===== config.mk =====
export PLATFORM = sky130hd
export DESIGN_NAME = sa_ctrl
export DESIGN_NICKNAME = d
export VERILOG_FILES = /design/src/rtl/sa_ctrl.sv
export SDC_FILE = /design/constraint.sdc
export NUM_CORES = 1
export LEC_CHECK = 0
export CAP_MARGIN = 5
export CORE_UTILIZATION = 52
export CTS_BUF_LIST = sky130_fd_sc_hd__clkbuf_16
export CTS_CLUSTER_SIZE = 25
export DETAILED_ROUTE_END_ITERATION = 6
export PLACE_DENSITY = 0.92
export RECOVER_POWER = 25
export SYNTH_ARGS = -nofsm -noshare
export SYNTH_HDL_FRONTEND = slang
export SYNTH_SLANG_ARGS = --single-unit
export TNS_END_PERCENT = 50

===== constraint.sdc =====
create_clock -name clk -period 8.7 [get_ports clk]
set_input_delay 2.61 -clock clk [delete_from_list [all_inputs] [get_ports clk]]
set_output_delay 2.61 -clock clk [all_outputs]
set_load 0.02 [all_outputs]

===== src/rtl/sa_ctrl.sv =====
// Sequencer for an N x N systolic array: issues skewed operand-buffer reads,
// drives the top-left PE calibration strobes and counts results out of the bottom row.
module sa_ctrl #(
  parameter int N     = 4,
  parameter int K_W   = 8,
  parameter int CNT_W = 8
) (
  input  logic               clk,
  input  logic               sys_rst,
  input  logic               start,
  input  logic [K_W-1:0]     k_len,
  output logic               busy,
  output logic               done,
  output logic               cal_en,
  output logic               cal_done,
  output logic [N-1:0]       a_rd_en,
  output logic [N*K_W-1:0]   a_rd_addr,
  output logic [N-1:0]       b_rd_en,
  output logic [N*K_W-1:0]   b_rd_addr,
  input  logic [N-1:0]       res_val
);

  typedef enum logic [1:0] {
    IDLE  = 2'd0,
    RUN   = 2'd1,
    DRAIN = 2'd2,
    DONE  = 2'd3
  } state_t;

  localparam logic [CNT_W-1:0] NN_C = CNT_W'(N * N);

  state_t             state_r, state_s;
  logic [K_W-1:0]     t_r, t_s;
  logic [K_W-1:0]     kreg_r, kreg_s;
  logic [CNT_W-1:0]   cnt_r, cnt_s;
  logic [CNT_W-1:0]   acc_s;
  logic [CNT_W:0]     sum_s;
  logic               base_en_s;
  logic [K_W-1:0]     base_addr_s;
  logic [N-1:0]       en_pipe_r;
  logic [K_W-1:0]     addr_pipe_r [N];

  function automatic logic [CNT_W-1:0] popcount(input logic [N-1:0] v);
    logic [CNT_W-1:0] acc;
    acc = {CNT_W{1'b0}};
    for (int i = 0; i < N; i++) begin
      acc = acc + {{(CNT_W-1){1'b0}}, v[i]};
    end
    return acc;
  endfunction

  // Result counter candidate: saturating add of this cycle's bottom-row strobes
  always_comb begin
    sum_s = {1'b0, cnt_r} + {1'b0, popcount(res_val)};
    if (sum_s[CNT_W]) begin
      acc_s = {CNT_W{1'b1}};
    end else begin
      acc_s = sum_s[CNT_W-1:0];
    end
  end

  // Next-state, cycle counter and base read strobe
  always_comb begin
    state_s     = state_r;
    t_s         = t_r;
    kreg_s      = kreg_r;
    cnt_s       = cnt_r;
    base_en_s   = 1'b0;
    base_addr_s = {K_W{1'b0}};
    case (state_r)
      IDLE: begin
        if (start) begin
          if (k_len != {K_W{1'b0}}) begin
            state_s   = RUN;
            kreg_s    = k_len;
            t_s       = {K_W{1'b0}};
            base_en_s = 1'b1;
          end else begin
            state_s = DONE;
          end
        end else begin
          state_s = IDLE;
        end
      end
      RUN: begin
        cnt_s = acc_s;
        if (t_r == kreg_r) begin
          state_s = DRAIN;
        end else begin
          t_s = t_r + {{(K_W-1){1'b0}}, 1'b1};
          // The final RUN cycle (t == kreg) issues no read, so the PE product there is zero
          if (t_s < kreg_r) begin
            base_en_s   = 1'b1;
            base_addr_s = t_s;
          end else begin
            base_en_s = 1'b0;
          end
        end
      end
      DRAIN: begin
        cnt_s = acc_s;
        if (acc_s >= NN_C) begin
          state_s = DONE;
        end else begin
          state_s = DRAIN;
        end
      end
      DONE: begin
        state_s = IDLE;
        cnt_s   = {CNT_W{1'b0}};
        t_s     = {K_W{1'b0}};
      end
      default: begin
        state_s = IDLE;
      end
    endcase
  end

  // State, counters, skew chain and registered outputs
  always_ff @(posedge clk) begin
    if (sys_rst) begin
      state_r   <= IDLE;
      t_r       <= {K_W{1'b0}};
      kreg_r    <= {K_W{1'b0}};
      cnt_r     <= {CNT_W{1'b0}};
      busy      <= 1'b0;
      done      <= 1'b0;
      cal_en    <= 1'b0;
      cal_done  <= 1'b0;
      en_pipe_r <= {N{1'b0}};
      for (int i = 0; i < N; i++) begin
        addr_pipe_r[i] <= {K_W{1'b0}};
      end
    end else begin
      state_r  <= state_s;
      t_r      <= t_s;
      kreg_r   <= kreg_s;
      cnt_r    <= cnt_s;
      busy     <= (state_s != IDLE);
      done     <= (state_s == DONE);
      cal_en   <= (state_s == RUN);
      cal_done <= (state_s == RUN) && (t_s == kreg_s);
      if ((state_s == RUN) || (state_s == DRAIN)) begin
        en_pipe_r[0]   <= base_en_s;
        addr_pipe_r[0] <= base_addr_s;
        for (int i = 1; i < N; i++) begin
          en_pipe_r[i]   <= en_pipe_r[i-1];
          addr_pipe_r[i] <= addr_pipe_r[i-1];
        end
      end else begin
        en_pipe_r <= {N{1'b0}};
        for (int i = 0; i < N; i++) begin
          addr_pipe_r[i] <= {K_W{1'b0}};
        end
      end
    end
  end

  // Row and column buffers share one skew chain
  always_comb begin
    a_rd_en   = en_pipe_r;
    b_rd_en   = en_pipe_r;
    a_rd_addr = {(N*K_W){1'b0}};
    b_rd_addr = {(N*K_W){1'b0}};
    for (int i = 0; i < N; i++) begin
      a_rd_addr[i*K_W +: K_W] = addr_pipe_r[i];
      b_rd_addr[i*K_W +: K_W] = addr_pipe_r[i];
    end
  end

endmodule


==> insert_results.sql <==
INSERT INTO impl_metrics (metric_group, metric, value, unit) VALUES
('sta', 'final_period_minus_worst_setup_slack', '6.51', 'ns'),
('grt', 'gr-usage-met2', '39.0', '%'),
('yosys', 'syn_area', '3400', 'um2'),
('cts', 'cts_resized', '0', ''),
('layout', 'inserted_diodes', '0', ''),
('die', 'initial_utilization', '53.6', '%'),
('power', 'power_leakage', '1.83', 'nW'),
('cts', 'root_buffer', 'clkbuf_16', ''),
('cts', 'worst_skew_pair.late_latency', '0.33', 'ns'),
('cts', 'cts_inserted_buffers', '9', ''),
('grt', 'grt_use_met3', '5.77', '%'),
('sta', 'timing.final.hold_violations', '0', ''),
('sta', 'slew_headroom', '37.8', '%'),
('die', 'chipWidth', '82.9', 'um'),
('job', 'max_cap_viol_count', '0', ''),
('yosys', 'syn_avg_cell_area', '9.73', 'um2'),
('sta', 'setup_viol', '0', ''),
('layout', 'stdcell_area', '4440', 'um2'),
('critical_path', 'cp_data_required_time', '8.93', 'ns'),
('grt', 'grt_first_pass_wirelength', '12.5', 'mm'),
('hold_path', 'worstHoldPathType', 'reg2reg', ''),
('sta', 'fin_skew', '0.00455', 'ns'),
('critical_path', 'r2r_end', 'addr_pipe_r[0][7]', ''),
('yosys', 'synth_largest_area_cell', 'dfxtp_1', ''),
('power', 'switching_power', '0.273', 'mW'),
('power', 'intPower', '0.663', 'mW'),
('sta', 'tns', '0', 'ns'),
('critical_path', 'worst_setup_path_startpoint', 'res_val[0]', ''),
('yosys', 'yosysSeqAreaShare', '43.5', '%'),
('grt', 'antenna_found_initial', '0', ''),
('grt', 'grt_start_max_net_pins', '30', ''),
('power', 'combinational_group_share_of_total_power', '22.4', '%'),
('sta', 'finalWorstSetupSlack', '2.19', 'ns'),
('layout', 'nNetsFinal', '447', ''),
('grt', 'grt_use_total', '22.7', '%'),
('critical_path', 'crit_arrival', '6.74', 'ns'),
('drt', 'routed_wire_length_per_instance', '15.0', 'um'),
('sta', 'fmax', '154', 'MHz'),
('place', 'number_of_placed_cells_counting_well_taps', '482', ''),
('place', 'routability_congestion', '0.924', ''),
('die', 'fp.dieArea', '6870', 'um2'),
('place', 'placement.io_buffers', '90', ''),
('drt', 'num_vias', '2745', ''),
('drt', 'remaining_drc_errors', '0', ''),
('drt', 'final_antenna_net_count', '0', ''),
('yosys', 'synthesis.instances', '350', ''),
('power', 'switching_share', '29.2', '%'),
('run_status', 'run_status', 'finished, final reports clean', ''),
('place', 'dp_worst_setup_slack', '1.97', 'ns'),
('critical_path', 'startpoint_type', 'input pin', ''),
('cts', 'post-cts-setup-buffer-count', '0', ''),
('critical_path', 'reg2regPathDepth', '8', ''),
('critical_path', 'path_class', 'in2reg', ''),
('drt', 'drc_marker_count_from_the_first_detailed_route_iteration', '129', ''),
('drt', 'aggregate_routed_wire_length', '7.47', 'mm'),
('sta', 'final_number_of_max_transition_violations', '0', ''),
('grt', 'groute.layer.met1.usage', '27.4', '%'),
('grt', 'grt_pass1_vias', '2573', ''),
('yosys', 'ys_types', '52', ''),
('sta', 'worst_slew_pin_slew', '0.931', 'ns'),
('grt', 'overflow', '0', ''),
('yosys', 'synth_top_area_share', '29.4', '%'),
('yosys', 'synth-warning-count', '0', ''),
('power', 'power.ir.vdd_worst', '0.131', 'mV'),
('place', 'place_area', '4130', 'um2'),
('layout', 'layout.core_utilization', '70.0', '%'),
('yosys', 'synth_seq_cells', '66', ''),
('cts', 'clock_tree_from_tritoncts', 'yes', ''),
('cts', 'cts.hold.buffers_added', '0', ''),
('hold_path', 'holdPathStages', '1', ''),
('drt', 'drtPass1Iterations', '4', '');
## power groups by stage
stage	logic [mW]	registers (mW)	clock network (mW)
after floorplan	0.134	0.374	0
after global placement	0.204	0.363	0
after detailed placement	0.212	0.364	0
after CTS	0.214	0.358	0.374
after global routing	0.227	0.361	0.388
final	0.210	0.357	0.370
## how the worst max path moves through the flow
stage | end | slack [ns] | depth (start not counted)
floorplan | addr_pipe_r[1][0] | 3.06 | 15
global placement | addr_pipe_r[0][5] | 2.08 | 14
detailed placement | addr_pipe_r[0][7] | 1.97 | 14
CTS | addr_pipe_r[0][7] | 2.25 | 14
global route | addr_pipe_r[0][3] | 1.81 | 14
finish | addr_pipe_r[0][7] | 2.19 | 14
## stage by stage
step | total power [mW] | hold WS, ns
6_report | 0.937 | 0.472
5_1_grt | 0.976 | 0.499
4_1_cts | 0.946 | 0.494
3_5_place_dp | 0.576 | 0.483
3_3_place_gp | 0.568 | 0.479
2_1_floorplan | 0.508 | 0.504
## state kept, by name, indices dropped and copies added (netlist names), 2 cells and up
signal	flops
a_rd_en	4
state_r	2
t_r	8
cnt_r	8
kreg_r	8
addr_pipe_r	32
## placed cells by master, fill, tap and decap left out, drive strengths merged, types with 3 or more instances in the layout
master / instances
dlygate4sd3: 35
nor3b: 8
edfxtp: 16
nor3: 7
a211oi: 3
a21oi: 11
xor2: 11
nand2: 10
nand3: 11
inv: 16
or4: 4
xnor2: 10
o21ai: 12
o21a: 5
clkbuf: 10
conb: 16
nand2b: 3
nor2b: 6
clkinv: 4
a31oi: 5
and2: 28
nor2: 26
ha: 13
fa: 3
a22oi: 10
clkdlybuf4s50: 55
dfxtp: 50
## final cells by class
class,instances,area share (%)
clock buffers,10,5.63
clock inverters,6,1.44
inverters,16,1.35
multi-input cells,233,35.8
flip-flops and latches,66,33.3
well taps,77,2.17
repair buffers,90,20.3
## worst max-delay path, cell delays in order
cell	delay (ns)
clkdlybuf4s50_1	0.43
fa_1	0.54
inv_1	0.05
fa_1	0.38
inv_1	0.08
fa_1	0.19
and3_1	0.26
xnor2_1	0.14
a31oi_1	0.10
a21oi_1	0.32
ha_1	0.19
nor2b_2	0.66
nand3b_1	0.44
nor3b_1	0.34
## logic make-up (layout without fill, tap and decap cells)
group | after synthesis | in the layout | synth area share (%)
DFF | 66 | 66 | 43.5
adders and majority gates | 16 | 16 | 6.54
and+or+nand+nor | 115 | 115 | 19.3
other | 1 | 16 | 0.110
xor gates and xnor gates | 21 | 21 | 5.40
muxes | 3 | 3 | 0.919
buffers and inverters | 66 | 122 | 11.5
AOI/OAI and AO/OA | 62 | 62 | 12.8
## metal layers
layer / part of all wire, % / up-vias
met1: 41 / 1293
met3: 8.3 / 10
met5: 0 / -
li1: - / 1300
met4: 1.2 / 0
met2: 49 / 142
## synthesized netlist by cell type, drive strengths merged, types with 3 or more instances
master / instances
nor3: 7
ha: 13
nand2: 10
buf: 38
a211oi: 3
fa: 3
a31oi: 5
nor2: 26
and2: 28
a21oi: 11
nand3: 11
nor3b: 8
xor2: 11
clkbuf: 12
a22oi: 10
nand2b: 3
inv: 16
or4: 4
nor2b: 6
xnor2: 10
o21ai: 12
edfxtp: 16
o21a: 5
dfxtp: 50
Power figures use the tool's default switching activity.
